<file path="src/rtl/irq_enc_pkg.sv">
// Shared constants and types for the 8-to-3 interrupt encoder.
// Vectors use ascending bit order: element 0 is the leftmost bit.
package irq_enc_pkg;

    localparam int N_REQ  = 8;
    localparam int CODE_W = 3;

    typedef logic [0:CODE_W-1] code_t;
    typedef logic [0:N_REQ-1]  req_vec_t;

    // Decode a line index to a one-hot vector, gated by en.
    function automatic req_vec_t onehot(input code_t idx, input logic en);
        req_vec_t r;
        r = '0;
        if (en) begin
            r[idx] = 1'b1;
        end
        return r;
    endfunction

endpackage

</file>
<file path="src/rtl/priority_encoder_8to3.sv">
// Combinational 8-to-3 priority encoder with a rotating start index.
// Scans upward from start, wrapping 7->0; the first set line wins.
module priority_encoder_8to3
    import irq_enc_pkg::*;
(
    input  req_vec_t vec,
    input  code_t    start,
    output logic     found,
    output code_t    index
);

    code_t idx;

    always_comb begin
        found = 1'b0;
        index = '0;
        idx   = '0;
        for (int k = 0; k < N_REQ; k++) begin
            // 3-bit addition wraps naturally from 7 back to 0.
            idx = start + code_t'(k);
            if (!found && vec[idx]) begin
                found = 1'b1;
                index = idx;
            end
        end
    end

endmodule

</file>
<file path="src/rtl/irq_encoder_8to3.sv">
// Sticky-pending interrupt encoder with registered code/valid handshake.
// Define IRQ_ENC_ROUND_ROBIN_EN for rotating priority; default is fixed lowest-index priority.
module irq_encoder_8to3
    import irq_enc_pkg::*;
(
    input  logic       clk,
    input  logic       rst_n,
    input  logic [0:7] req,
    input  logic       en,
    input  logic       ack,
    output logic       valid,
    output logic [0:2] code,
    output logic [0:7] pending
);

    req_vec_t pending_q, pending_d;
    logic     valid_q, valid_d;
    code_t    code_q, code_d;

    logic     accept;
    logic     update;
    req_vec_t clr;
    code_t    start_idx;
    logic     sel_found;
    code_t    sel_idx;

`ifdef IRQ_ENC_ROUND_ROBIN_EN
    code_t    ptr_q, ptr_d;
`endif

    priority_encoder_8to3 u_prio (
        .vec   (pending_d),
        .start (start_idx),
        .found (sel_found),
        .index (sel_idx)
    );

    always_comb begin
        accept    = valid_q & ack;
        clr       = onehot(code_q, accept);
        // A fresh request on the line being cleared keeps it pending.
        pending_d = (pending_q & ~clr) | req;

`ifdef IRQ_ENC_ROUND_ROBIN_EN
        // Search uses the already-advanced pointer so the acked line goes last.
        ptr_d     = accept ? code_q + code_t'(1) : ptr_q;
        start_idx = ptr_d;
`else
        start_idx = '0;
`endif

        update  = ~valid_q | ack;
        valid_d = valid_q;
        code_d  = code_q;
        if (update) begin
            if (en && sel_found) begin
                valid_d = 1'b1;
                code_d  = sel_idx;
            end else begin
                valid_d = 1'b0;
            end
        end
    end

    always_ff @(posedge clk or negedge rst_n) begin
        if (!rst_n) begin
            pending_q <= '0;
            valid_q   <= 1'b0;
            code_q    <= '0;
`ifdef IRQ_ENC_ROUND_ROBIN_EN
            ptr_q     <= '0;
`endif
        end else begin
            pending_q <= pending_d;
            valid_q   <= valid_d;
            code_q    <= code_d;
`ifdef IRQ_ENC_ROUND_ROBIN_EN
            ptr_q     <= ptr_d;
`endif
        end
    end

    assign valid   = valid_q;
    assign code    = code_q;
    assign pending = pending_q;

endmodule
</file>
<file path="config.mk">
export PLATFORM = sky130hd
export DESIGN_NAME = irq_encoder_8to3
export DESIGN_NICKNAME = d
export VERILOG_FILES = /design/src/rtl/irq_enc_pkg.sv /design/src/rtl/priority_encoder_8to3.sv /design/src/rtl/irq_encoder_8to3.sv
export SDC_FILE = /design/constraint.sdc
export NUM_CORES = 1
export LEC_CHECK = 0
export ABC_AREA = 1
export CAP_MARGIN = 30
export CORE_MARGIN = 5
export CORE_UTILIZATION = 46
export CTS_BUF_LIST = sky130_fd_sc_hd__clkbuf_16
export DETAILED_ROUTE_END_ITERATION = 10
export HOLD_SLACK_MARGIN = 0.02
export PLACE_DENSITY = 0.84
export SYNTH_ARGS = -nofsm -noshare
export SYNTH_HDL_FRONTEND = slang
export SYNTH_SLANG_ARGS = --single-unit
</file>
<file path="constraint.sdc">
create_clock -name clk -period 3.65 [get_ports clk]
set_input_delay 0.5475 -clock clk [delete_from_list [all_inputs] [get_ports clk]]
set_output_delay 0.5475 -clock clk [all_outputs]
set_load 0.01 [all_outputs]
</file>
=== After elaboration in Yosys (flattened, before gate mapping) ===
Cells that the tools add are included.
W data, S select, Z words.

* Output and inout bits: 12
* Logic and storage cells: 48
* Bits of input ports: 12
* Register bits after elaboration: 12

* $lt $le $gt $ge: 2
* Reduce and logical (&&, ||, !) cells: 17
* Mux-type cells: 19
* Bitwise gates (word level): 7

{| class="wikitable"
|+ Operator list
! kind !! number
|-
| $mux W3 || 4
|-
| $mux W1 || 11
|-
| $logic_and A1 B1 Y1 || 9
|-
| $and A8 B8 Y8 || 1
|-
| $mux W8 || 1
|-
| $not A8 Y8 || 1
|-
| $or A8 B8 Y8 || 1
|-
| $logic_not A1 Y1 || 7
|-
| $ge A4 B4 Y1 const B || 1
|-
| $lt A4 B1 Y1 const B || 1
|-
| $mux W2 || 2
|-
| $not A3 Y4 || 1
|-
| $demux W1 S3 || 1
|-
| $reduce_and A2 Y1 || 1
|-
| $and A1 B1 Y1 || 1
|-
| $not A1 Y1 || 1
|-
| $or A1 B1 Y1 || 1
|}

=== Logic depth before layout (Yosys ltp) ===
* Word-level depth: 33
* Depth in mapped cells: 14
* Mapped depth without buffers: 14

=== Cells and area by module ===
A second synthesis with hierarchy kept.

* Cell total of the unflattened synthesis: 208
* Area total of the unflattened synthesis: 1,352.5 µm²

{| class="wikitable"
|+ Modules (own cells, without submodules)
! module !! cells each !! sequential area each (µm²) !! area an instance (µm²) !! times used
|-
| priority_encoder_8to3 || 137 || 0.0 || 820.8 || 1
|-
| irq_encoder_8to3 || 71 || 300.3 || 531.8 || 1
|}

=== Worst setup path after synthesis ===
No wires, ideal clock.

* Path kind: input to register
* From: input port ack
* To: register code_q[2] (netlist: code[0])
* Setup slack: 2.020 ns
* Data arrival time: 1.514 ns
* Library setup time: 0.117 ns
* Path buffers: 0
* Data required time: 3.533 ns
* Stages: 13
* Path through: nand2_1 -> nor2_2 -> nand2_1 -> nand2_2 -> nand2_4 -> nor2_8 -> nand2_4 -> nor2_4 -> nand4_2 -> nand2_1 -> nor2_1 -> nand2_1 -> nand2_1

* Longest elaborated chain between the ends: 29
* Elaborated cells on any way between the ends: 34
* Those cells by class: 13 x mux; 5 x bitwise; 16 x reduce/logical

{| class="wikitable"
|+ RTL lines
! item !! line !! RTL
|-
| start: declaration || irq_encoder_8to3.sv:10 || <nowiki>input logic ack,</nowiki>
|-
| $and A1 B1 Y1 (*) || irq_encoder_8to3.sv:39 || <nowiki>accept = valid_q & ack;</nowiki>
|-
| $mux W8 (*) || irq_enc_pkg.sv:15 || <nowiki>if (en) begin</nowiki>
|-
| $not A8 Y8 (*) || irq_encoder_8to3.sv:42 || <nowiki>pending_d = (pending_q & ~clr) | req;</nowiki>
|-
| $and A8 B8 Y8 (*) || irq_encoder_8to3.sv:42 ||
|-
| $or A8 B8 Y8 (*) || irq_encoder_8to3.sv:42 ||
|-
| via pending_d[7] || irq_encoder_8to3.sv:16 || <nowiki>req_vec_t pending_q, pending_d;</nowiki>
|-
| $mux W1 (*) || priority_encoder_8to3.sv:21 || <nowiki>if (!found && vec[idx]) begin</nowiki>
|-
| $logic_not A1 Y1 || priority_encoder_8to3.sv:21 ||
|-
| (+14 left out) || - ||
|-
| $logic_not A1 Y1 || priority_encoder_8to3.sv:21 ||
|-
| $logic_and A1 B1 Y1 || priority_encoder_8to3.sv:21 ||
|-
| $mux W1 || priority_encoder_8to3.sv:21 ||
|-
| $logic_not A1 Y1 || priority_encoder_8to3.sv:21 ||
|-
| $logic_and A1 B1 Y1 || priority_encoder_8to3.sv:21 ||
|-
| $mux W1 || priority_encoder_8to3.sv:21 ||
|-
| $logic_and A1 B1 Y1 || irq_encoder_8to3.sv:56 || <nowiki>if (en && sel_found) begin</nowiki>
|-
| $reduce_and A2 Y1 (no line) || - ||
|-
| end signal: assignment || irq_encoder_8to3.sv:76 || <nowiki>code_q <= code_d;</nowiki>
|-
| end: declaration || irq_encoder_8to3.sv:18 || <nowiki>code_t code_q, code_d;</nowiki>
|}

The timed path passes the listed nets; every way through them passes the cells marked *.
A chain may end at the register's enable or synchronous reset.

=== Final worst setup path ===
Same ends and word-level chain as after synthesis.

==> reports/qor.txt <==
switching power = 0.0000901 W
CP max stage delay = 0.50 ns
# IOs = 24
Area growth syn-to-layout = 47.3%
Skew-Pair Late Insertion Delay = 0.24 ns
RSZ-0062 raised after global routing = no
Seq pwr share = 35.7%
WL per Instance = 14.9 um
worst relative slew slack = 60.4%
critical path peak fanout = 4
Rows = 14
Least-Margin Pin Slew = 0.592 ns
post-detailed-route via-to-cell ratio = 5.19
ratio of cells with drive above 1 in the final layout = 21.3%
DIE HEIGHT = 48.9 um
Post-route DRC = 0
DRT Pass-1 Iters = 4
pre-CTS WS = 1.30 ns
Gate power share = 13.5%
clk root buf = clkbuf_16
vias = 644
Post-Syn Area = 696 um2
highest-count cells in the layout ignoring fill and taps = 23 x clkdlybuf4s50_1, 19 x nand2_1, 14 x inv_1
peak supply drop = 0.233 mV
CP Data Arrival Time = 2.29 ns
n_diodes = 0
final period utilization = 59.4%
Starting Density = 47.3%
final hold violation count = 0
WS Path Type = in -> reg
Pwr Total = 0.000398 W
Most common cell on crit path = nand2_1
most common library cell in the layout ignoring fill and taps = clkdlybuf4s50_1
antenna-violating nets left = 0
clock skew = 0.000575 ns
outcome = complete, no violations
CP max-delay cell = clkdlybuf4s50_1
CTS-repair resized insts = 0
H-tree depth = 1
Max Transition Viols Final = 0
Seq/Total Area, Yosys = 43.2%
Syn. warnings = 0
synthesized netlist cell count = 81
die area = 2390 um2
GRT Total Usage = 17.2%
CTS max path bufs = 2
CP Capture Type = flip-flop
gpl congestion = 0.843
CTS tree = done
Core Footprint = 1470 um2
Final WS setup = 1.48 ns
initial antenna violation count = 0
Max Cap Viol = 0
CP required = 3.77 ns
postcts setup bufs = 0
startpoint types = input pin
final core utilization = 69.6%
Die Wd = 48.9 um
dpl hpwl = 1390 um
syn_nets = 93
Final setup viols = 0
Avg Cell Area, Syn = 8.59 um2
Sw Share = 22.6%
synth unique cells = 22
Net count, final = 121
first-pass GRT wire length = 3220 um
P_leak = 0.509 nW
DR iter-0 viols = 8
vias in the first global route = 676
Tmin final = 2.17 ns
internal power = 0.000308 W
grt ovf = 0
Synth Register Bits = 12
crit path cell chain = clkdlybuf4s50_1 > nand2_1 > nor2_2 > nand2_1 > nand2_2 > nand2_4 > nor2_8 > nand2_4 > nor2_4 > nand4_2 > nand2_1 > nor2_1 > nand2_1 > nand2_1
maximum clock rate = 0.461 GHz
clk sinks = 12
PortBufs = 23
Post-CTS Hold Fix Bufs = 0
Num CTS Buffers = 3
CTS clk-pin slew, worst paths = 0.04 ns
post-route setup TNS = 0 ns
clock share of power = 50.8%
maximum number of pins on one net before global-route repair = 13
DRT Wirelength = 1850 um
power density over cell area = 389 nW/um2
Hold Crit Class = reg -> reg
power groups by stage:
stage | clock (W) | sequential [W] | combinational (W)
after global routing | 0.000213 | 0.000143 | 0.0000587
final | 0.000202 | 0.000142 | 0.0000537
after CTS | 0.000202 | 0.000142 | 0.0000541
after global placement | 0 | 0.000144 | 0.0000523
after detailed placement | 0 | 0.000144 | 0.0000533
after floorplan | 0 | 0.000146 | 0.0000223
flip-flops by register name (all words and copies together), names as in the netlist:
register / flops
pending: 8
valid: 1
code: 3
metrics by stage:
step	hold WS (ns)	cell area, um2	std cells
detailed placement	0.538	946	120
floorplan	0.252	696	81
CTS	0.549	1020	124
finish	0.543	1020	124
global route	0.579	1020	124
global placement	0.518	946	120
layout make-up:
class                   instances  area [um2]
well taps                      16        20.0
flip-flops and latches         12         300
clock inverters                 1        3.75
repair buffers                 23         230
multi-input cells              54         339
inverters                      15        56.3
fillers                       108         447
clock buffers                   3        75.1
layer usage:
| metal | up-vias | global-route usage [%] | wire [um] |
|---|---|---|---|
| met4 | 0 | 8.07 | 51 |
| met1 | 310 | 19.9 | 775 |
| met5 | - | 0 | 0 |
| li1 | 307 | - | - |
| met3 | 6 | 2.75 | 72 |
| met2 | 21 | 30.2 | 948 |
synth_stat cells:
cell	number	area [um2]
nor3_1	1	5.00
dfrtp_1	12	300
nand3_1	1	5.00
inv_1	14	52.6
nor2_2	2	12.5
nand2_2	4	25.0
o21ai_1	1	5.00
nand3_2	1	10.0
nand4_2	1	12.5
a21oi_1	2	10.0
inv_2	1	3.75
nor2_4	2	22.5
a21boi_0	1	7.51
nor2_1	6	22.5
nand2_1	19	71.3
a21oi_2	3	26.3
a41oi_1	1	8.76
nand4_1	2	12.5
a31oi_1	1	6.26
nand2_4	4	45.0
o21bai_2	1	11.3
nor2_8	1	20.0
path summary, 6_finish.rpt:
check,start,endpoint,slack [ns],cells after the start
max,ack,code[0],1.48,14
min,pending[4],pending[4],0.54,2
max reg2reg,code[0],code[0],1.90,12
min reg2reg,pending[4],pending[4],0.54,2
max in group asynchronous,rst_n,pending[4],2.58,1
min in group asynchronous,rst_n,pending[0],0.69,1
logic make-up after synthesis:
family                 share of synthesized area (%)
flip-flops                                      43.2
buffers and inverters                           8.09
AO/OA/AOI/OAI                                   10.8
AND/OR/NAND/NOR                                 37.9
worst max-delay path: cells and delay by family:
family / cells / cell delay [ns]
buffers and inverters: 1 / 0.50
and+or+nand+nor: 13 / 1.22
No activity file was read; power rests on OpenSTA's default activity.
